## src/rtl/sram_port_arbiter.sv

```systemverilog
// Arbitrates the single SRAM driver port between instruction fetch and MEM-stage accesses.
// Optional SRAM_ARB_PERF_EN adds per-port wait-cycle counters.
module sram_port_arbiter #(
    parameter int unsigned ADDR_W    = 21,
    parameter int unsigned DATA_W    = 32,
    parameter int unsigned READ_LAT  = 2,
    parameter int unsigned WRITE_CYC = 2
) (
    input  logic              clk,
    input  logic              rst,
    input  logic              inst_req,
    input  logic [ADDR_W-1:0] inst_addr,
    output logic [DATA_W-1:0] inst_rdata,
    output logic              inst_ack,
    input  logic              data_req,
    input  logic              data_we,
    input  logic [ADDR_W-1:0] data_addr,
    input  logic [DATA_W-1:0] data_wdata,
    output logic [DATA_W-1:0] data_rdata,
    output logic              data_ack,
    output logic              stall_inst,
    output logic              stall_data,
    output logic              ram_en,
    output logic              ram_re,
    output logic              ram_we,
    output logic [ADDR_W-1:0] ram_addr,
    output logic [DATA_W-1:0] ram_wdata,
    input  logic [DATA_W-1:0] ram_rdata,
    input  logic              ram_ack
`ifdef SRAM_ARB_PERF_EN
    ,
    output logic [31:0]       perf_inst_wait,
    output logic [31:0]       perf_data_wait
`endif
);

    typedef enum logic [1:0] {StIdle, StRd, StWr} state_t;

    localparam logic [7:0] RdLast = 8'(READ_LAT - 1);
    localparam logic [7:0] WrLast = 8'(WRITE_CYC - 1);

    state_t     state;
    logic [7:0] cnt;
    logic       owner_data;  // current owner; doubles as last_grant (0 = inst)
    logic       grant_data;
    logic       grant_inst;

    assign stall_inst = inst_req & ~inst_ack;
    assign stall_data = data_req & ~data_ack;

    // No grant in an ack cycle: the acked requester has not yet dropped its request.
    assign grant_data = (state == StIdle) & ~inst_ack & ~data_ack & data_req &
                        (~owner_data | ~inst_req);
    assign grant_inst = (state == StIdle) & ~inst_ack & ~data_ack & inst_req & ~grant_data;

    always_ff @(posedge clk) begin
        if (rst) begin
            state      <= StIdle;
            cnt        <= '0;
            owner_data <= 1'b0;
            ram_en     <= 1'b0;
            ram_re     <= 1'b0;
            ram_we     <= 1'b0;
            ram_addr   <= '0;
            ram_wdata  <= '0;
            inst_rdata <= '0;
            data_rdata <= '0;
            inst_ack   <= 1'b0;
            data_ack   <= 1'b0;
        end else begin
            inst_ack <= 1'b0;
            data_ack <= 1'b0;
            case (state)
                StIdle: begin
                    if (grant_data || grant_inst) begin
                        owner_data <= grant_data;
                        ram_addr   <= grant_data ? data_addr : inst_addr;
                        ram_en     <= 1'b1;
                        cnt        <= '0;
                        if (grant_data && data_we) begin
                            ram_we    <= 1'b1;
                            ram_wdata <= data_wdata;
                            state     <= StWr;
                        end else begin
                            ram_re <= 1'b1;
                            state  <= StRd;
                        end
                    end
                end
                StRd: begin
                    if (cnt == RdLast) begin
                        if (owner_data) begin
                            data_rdata <= ram_rdata;
                            data_ack   <= 1'b1;
                        end else begin
                            inst_rdata <= ram_rdata;
                            inst_ack   <= 1'b1;
                        end
                        ram_en <= 1'b0;
                        ram_re <= 1'b0;
                        state  <= StIdle;
                    end else begin
                        cnt <= cnt + 8'd1;
                    end
                end
                StWr: begin
                    // Single-cycle driver write pulse; address and data stay put.
                    ram_en <= 1'b0;
                    ram_we <= 1'b0;
                    if (cnt >= WrLast && ram_ack) begin
                        data_ack <= 1'b1;
                        state    <= StIdle;
                    end else if (cnt < WrLast) begin
                        cnt <= cnt + 8'd1;
                    end
                end
                default: state <= StIdle;
            endcase
        end
    end

`ifdef SRAM_ARB_PERF_EN
    logic inst_blocked;
    logic data_blocked;

    assign inst_blocked = stall_inst &
                          ((state != StIdle) ? owner_data : (grant_data | data_ack));
    assign data_blocked = stall_data &
                          ((state != StIdle) ? ~owner_data : (grant_inst | inst_ack));

    always_ff @(posedge clk) begin
        if (rst) begin
            perf_inst_wait <= '0;
            perf_data_wait <= '0;
        end else begin
            if (inst_blocked && perf_inst_wait != 32'hFFFF_FFFF) begin
                perf_inst_wait <= perf_inst_wait + 32'd1;
            end
            if (data_blocked && perf_data_wait != 32'hFFFF_FFFF) begin
                perf_data_wait <= perf_data_wait + 32'd1;
            end
        end
    end
`endif

endmodule
```

## config.mk

```make
export PLATFORM = sky130hd
export DESIGN_NAME = sram_port_arbiter
export DESIGN_NICKNAME = d
export VERILOG_FILES = /design/src/rtl/sram_port_arbiter.sv
export SDC_FILE = /design/constraint.sdc
export NUM_CORES = 1
export LEC_CHECK = 0
export ABC_AREA = 1
export CAP_MARGIN = 15
export CORE_MARGIN = 3
export CORE_UTILIZATION = 38
export CTS_CLUSTER_SIZE = 20
export DETAILED_ROUTE_END_ITERATION = 7
export PLACE_DENSITY = 0.82
export SLEW_MARGIN = 20
export SYNTH_ARGS = -nofsm -noshare
export SYNTH_HDL_FRONTEND = slang
export SYNTH_SLANG_ARGS = --single-unit
```

## constraint.sdc

```tcl
create_clock -name clk -period 2 [get_ports clk]
set_clock_uncertainty 0.15 [all_clocks]
set_input_delay 0.4 -clock clk [delete_from_list [all_inputs] [get_ports clk]]
set_output_delay 0.4 -clock clk [all_outputs]
set_load 0.01 [all_outputs]
```

==> summary.md, run 1 <==
| Metric | Value |
|---|---|
| Outcome | `complete, no violations` |
| Share of cells above drive strength 1 | `8.39%` |
| Cts bufs inserted | `17` |
| R2r setup slk | `0.12 ns` |
| Slowest stage delay, CP | `0.47 ns` |
| GPL Wtd Cong | `0.831` |
| Syn_nets | `812` |
| Post-synth EDFFs | `0` |
| Syn_area_per_cell | `7.71 um2` |
| Slowest stage cell, crit path | `clkdlybuf4s50_1` |
| # rows | `42` |
| Post-CTS Setup Bufs | `0` |
| Post-synthesis mux area share | `0%` |
| Post-synth cell types | `30` |
| Synth Area in Adders | `1.64%` |
| Synth area leader | `dfxtp_1` |
| P_leak | `3.27 nW` |
| Antenna violations before repair | `0` |
| Largest net degree at the start of global routing | `59` |
| Crit path kind | `in -> out` |
| Critical path capture point type | `output pin` |
| #FFs+latches synth | `133` |
| Multi-input logic area | `0.00215 mm2` |
| Ant diodes | `0` |
| CTS tree | `yes` |
| Ratio of final minimum period to clock period | `96.5%` |
| Die X | `125 um` |
| Clock sink total | `133` |
| Die Y | `125 um` |
| Xor and xnor fraction of the mapped netlist area | `0.328%` |
| I/O Buffers | `235` |
| Pwr/cell area | `1160 mW/mm2` |
| YS warnings | `0` |
| Mapped Cells | `693` |
| CTS max path bufs | `2` |
| Max Slew Vio Count | `0` |
| Ys flop type | `dfxtp_1` |
| Critical Path, Cell by Cell | `clkdlybuf4s50_1 -> inv_1 -> nor2_4 -> dlygate4sd2_1` |
| Hold Path Class | `reg -> reg` |
| Die footprint | `0.0155 mm2` |
| CP Launch Type | `input pin` |
| Critical Path AT | `1.38 ns` |
| Routed wire length | `15,700 um` |
| Critical Path RT | `1.45 ns` |
| Worst slew pin tran | `0.301 ns` |
| First-pass GRT wire length | `25,200 um` |
| Post-synth top cells | `dfxtp_1 (133), o21ai_0 (119), nor2_1 (88)` |
| Routed vias/inst | `4.84` |
| Dpl hpwl | `11,400 um` |
| Clock Latency Late Sink | `0.41 ns` |
| Dominant cells by area after synthesis | `dfxtp_1 (50%), o21ai_0 (11%), a21oi_1 (7.0%), nor2_1 (6.2%), inv_1 (5.9%)` |
| F_max | `518 MHz` |
| WL/cell | `14.1 um` |
| Relative slew slack | `79.8%` |
| H-tree lvl count | `4` |
| Effective utilization at floorplan | `39.6%` |
| CP delay by family, top | `buffers and inverters` |
| Sequential element share of the synthesized area | `49.8%` |
| Vias in the first global route | `5,170` |
| DR DRC count | `0` |
| Compound-cell area share of the yosys netlist | `21.5%` |
| Cell area after layout | `0.00870 mm2` |
| Share of the synthesized area in the top cell type | `49.8%` |
| Ys async rst share | `0%` |
| Tmin final | `1.93 ns` |
| Endpoints failing setup | `0` |
| All-Layer GR Usage | `19.8%` |
| I/O pins | `236` |
| TritonRoute pass-1 iters | `5` |
| Core area | `0.0135 mm2` |
| Hold Fails Final Rpt | `0` |
| Nets | `1,048` |
| Area grow syn2layout | `62.7%` |
| Reg area | `0.00266 mm2` |
| Top-count cell post-synth | `dfxtp_1` |
| ANT nets after route | `0` |
| Unrepaired setup endpoints after global routing | `no` |
| Crit Path Max Fanout | `3` |
| Clk pin slew, worst setup/hold paths | `0.05 ns` |
| Post-synthesis simple-gate area fraction | `16.5%` |
| Total gr overflow | `0` |
| DR iter-0 viols | `343` |
| Fill count | `1,137` |
| WP buf/inv | `3` |
| Max VDD drop | `812 uV` |
| Placed Area | `0.00804 mm2` |
| Setup slack after layout | `0.0700 ns` |
| Post-placement setup slack | `-0.287 ns` |
| Clock Root Buffer | `clkbuf_16` |
| MaxCap Viol Count | `0` |
| Vias | `5,415` |
| Mapped Area | `0.00535 mm2` |
| Largest family of logic cells by synthesized area | `compound AO/OA/AOI/OAI gates` |
## report_power, final
part	switching, W	internal [W]	leakage, nW
Combinational	0.00178	0.00162	1.87
Sequential	0.000242	0.00309	1.08
Clock	0.00109	0.00231	0.317
Total	0.00312	0.00701	3.27
## cells by family after synthesis
family / count (synthesis)
flops: 133
simple gates: 191
fa+ha+maj: 7
buf+inv: 137
xor+xnor: 2
compound gates: 223
## tightest hold or removal path, stage by stage (launching register included)
cell and delay, ns:
dfxtp_1 0.30, inv_1 0.04, a21oi_1 0.05
## cell usage in the layout (no fill, tap or decap), types with 5 or more instances in the layout
cell type and n:
inv_1 83, buf_12 9, dfxtp_1 132, o21ai_0 119, inv_2 7, a31oi_1 21, clkdlybuf4s50_1 231, nand2_1 50
ha_1 7, buf_4 19, clkbuf_16 17, a21oi_1 75, bufinv_16 5, nand3_1 14, o21ai_1 5, nor2_1 88
nand4_1 21
## routing by layer
layer  part of all wire (%)  global-route usage, %  vias to the layer above
met1                     41                   22.4                     2414
met5                      0                      0                        -
met2                     50                   35.0                      217
met3                    7.3                   6.22                       22
li1                       -                      -                     2762
met4                    1.6                   7.09                        0
## flip-flops by register name, summed over array words and instances, names as in the netlist
register / cells
data_rdata: 32
inst_rdata: 32
ram_wdata: 32
ram_addr: 21
cnt: 8
state: 2
data_ack: 1
inst_ack: 1
owner_data: 1
ram_en: 1
ram_re: 1
ram_we: 1
## final timing paths
check	depth (start not counted)	startpoint	to
max reg2reg	10	state[1]$_SDFFE_PP0P_	ram_we$_SDFFE_PP0P_
min	2	inst_rdata[17]$_SDFFE_PP0P_	inst_rdata[17]$_SDFFE_PP0P_
min reg2reg	2	inst_rdata[17]$_SDFFE_PP0P_	inst_rdata[17]$_SDFFE_PP0P_
max	4	data_req	stall_data
## layout make-up
type,instances,area share [%]
multi-input combinational,423,24.7
clock inverter,9,1.99
inverter,91,3.93
timing repair buffer,263,30.7
tap,176,2.53
sequential,133,30.6
clock buffer,23,5.50
## per-stage QoR
| step | util, % | setup TNS (ns) | power (W) | hold slack [ns] | std cells |
|---|---|---|---|---|---|
| 6_report | 64.4 | 0 | 0.0101 | 0.291 | 1118 |
| 5_1_grt | 64.4 | 0 | 0.0107 | 0.304 | 1118 |
| 3_5_place_dp | 59.6 | -12.98 | 0.00677 | 0.284 | 1086 |
| 2_1_floorplan | - | 0 | 0.00511 | 0.317 | 693 |
| 3_3_place_gp | 59.6 | -13.22 | 0.00670 | 0.279 | 1086 |
| 4_1_cts | 64.4 | 0 | 0.0102 | 0.292 | 1118 |
## timing repair
item	CTS	global route
pin swaps	0	0
gates resized for setup	5	1
setup endpoints to repair	4	3
hold buffers	0	0
Note: power is estimated with default switching activity, not from simulation.
==> inputs of run 2 (changes only) <==
CELL_PAD_IN_SITES_DETAIL_PLACEMENT = 1   (was default)
CELL_PAD_IN_SITES_GLOBAL_PLACEMENT = 2   (was default)
CORE_UTILIZATION = 22   (was 38)
PLACE_DENSITY = 0.87   (was 0.82)
==> summary.md, run 2 (synthesis gave the netlist of run 1 again) <==
| Metric | Value |
|---|---|
| Outcome | `complete, no violations` |
| Critical Path RT | `1.45 ns` |
| I/O pins | `236` |
| Regs by FF count | `data_rdata: 32 flops, inst_rdata: 32 flops, ram_wdata: 32 flops` |
| Effective utilization at floorplan | `22.6%` |
| Crit path kind | `reg -> out` |
| P_leak | `3.21 nW` |
| First-pass GRT wire length | `29,800 um` |
| Tmin final | `1.93 ns` |
| Pwr/cell area | `1120 mW/mm2` |
| Ant diodes | `0` |
| Hold Path Class | `reg -> reg` |
| TritonRoute pass-1 iters | `4` |
| ANT nets after route | `0` |
| Slowest stage delay, CP | `0.57 ns` |
| Most common cell after layout, fill and taps aside | `clkdlybuf4s50_1` |
| Cts bufs inserted | `17` |
| Crit Path Max Fanout | `3` |
| Die footprint | `0.0262 mm2` |
| Routed wire length | `18,800 um` |
| Endpoints failing setup | `0` |
| Hold buffers post-CTS | `0` |
| Unrepaired setup endpoints after global routing | `no` |
| GPL Wtd Cong | `0.755` |
| CP Launch Type | `flip-flop` |
| Die X | `162 um` |
| Critical Path AT | `1.38 ns` |
| P_sw | `0.00342 W` |
| # rows | `56` |
| Slowest stage cell, crit path | `clkdlybuf4s50_1` |
| Dpl hpwl | `13,600 um` |
| Routed vias/inst | `4.35` |
| DR DRC count | `0` |
| Clock Root Buffer | `clkbuf_16` |
| Combinational power share | `34.8%` |
| Die Y | `162 um` |
| DR iter-0 viols | `240` |
| Cell area after layout | `0.00878 mm2` |
| Clock Power Share | `31.5%` |
| H-tree lvl count | `4` |
| Ratio of final minimum period to clock period | `96.5%` |
| Hold Fails Final Rpt | `0` |
| Vias in the first global route | `5,557` |
| Relative slew slack | `81.2%` |
| Core area | `0.0237 mm2` |
| Power Total | `0.00987 W` |
| Int Pwr | `0.00645 W` |
| Max VDD drop | `530 uV` |
| MaxCap Viol Count | `0` |
| Clock sink total | `133` |
| Switching Share | `34.6%` |
| F_max | `518 MHz` |
| CTS tree | `yes` |
| WL/cell | `14.9 um` |
| Share of cells above drive strength 1 | `8.92%` |
| I/O Buffers | `235` |
| Area grow syn2layout | `64.3%` |
| Worst slew pin tran | `0.282 ns` |
| Max Slew Vio Count | `0` |
| Clk pin slew, worst setup/hold paths | `0.06 ns` |
| Clock Latency Late Sink | `0.41 ns` |
| Antenna violations before repair | `0` |
| Nets | `1,048` |
| Critical Path, Cell by Cell | `clkdlybuf4s50_1` |
| Largest net degree at the start of global routing | `67` |
| Placed Area | `0.00820 mm2` |
| CP delay by family, top | `buffers and inverters` |
| Critical path capture point type | `output pin` |
| WP buf/inv | `1` |
| Vias | `5,484` |
| Flop pwr share | `33.7%` |
| CTS max path bufs | `2` |
| Total gr overflow | `0` |
| All-Layer GR Usage | `14.2%` |
| Worst hold slack | `0.291 ns` |
| Most frequent cells in the layout | `clkdlybuf4s50_1 (232), dfxtp_1 (131), o21ai_0 (116)` |
[run 2: what timing repair did]
item	4_1_cts	5_1_grt
gates resized for setup	4	6
setup endpoints to repair	3	44
hold endpoints to repair	0	0
buffers inserted	0	0
[run 2: routing by layer]
layer / part of all wire (%) / global-route usage, % / up-vias
met5: 0 / 0 / -
met4: 1.2 / 4.11 / 0
met3: 5.4 / 3.98 / 16
met2: 48 / 23.7 / 151
met1: 46 / 18.0 / 2557
li1: - / - / 2760
[run 2: power groups by stage]
stage,sequential [W],combinational (W),clock (W)
CTS,0.00333,0.00348,0.00325
global route,0.00339,0.00381,0.00336
detailed placement,0.00339,0.00347,0
finish,0.00333,0.00344,0.00311
global placement,0.00337,0.00342,0
floorplan,0.00354,0.00157,0
[run 2: path summary, 6_finish.rpt]
kind	startpoint	endpoint	slack, ns	depth (start not counted)
setup / recovery	data_ack$_SDFF_PP0_	data_ack	0.07	1
hold / removal	inst_rdata[24]$_SDFFE_PP0P_	inst_rdata[24]$_SDFFE_PP0P_	0.29	2
hold reg to reg	inst_rdata[24]$_SDFFE_PP0P_	inst_rdata[24]$_SDFFE_PP0P_	0.29	2
setup reg to reg	state[0]$_SDFFE_PP0P_	ram_we$_SDFFE_PP0P_	0.17	9
[run 2: metrics by stage]
step | utilization (%) | TNS (ns) | cells | worst slack [ns]
after CTS | 37.0 | 0 | 1261 | 0.0396
after global placement | 34.6 | -9.55 | 1229 | -0.198
final | 37.1 | 0 | 1261 | 0.0706
after detailed placement | 34.6 | -13.27 | 1229 | -0.260
after floorplan | - | 0 | 693 | 0.265
after global routing | 37.1 | 0 | 1261 | 0.00272
[run 2: cell type report]
| type | instances | area, um2 |
|---|---|---|
| clock buffer | 18 | 439 |
| clock inverter | 14 | 139 |
| fill | 2872 | 14900 |
| inverter | 91 | 345 |
| multi-input combinational | 423 | 2140 |
| sequential | 133 | 2670 |
| tap | 319 | 399 |
| timing repair buffer | 263 | 2650 |
==> inputs of run 3 (changes only) <==
CAP_MARGIN = 20   (was 15)
==> results of run 3 <==
The final DEF is identical to that of run 2; final timing and power are the same.
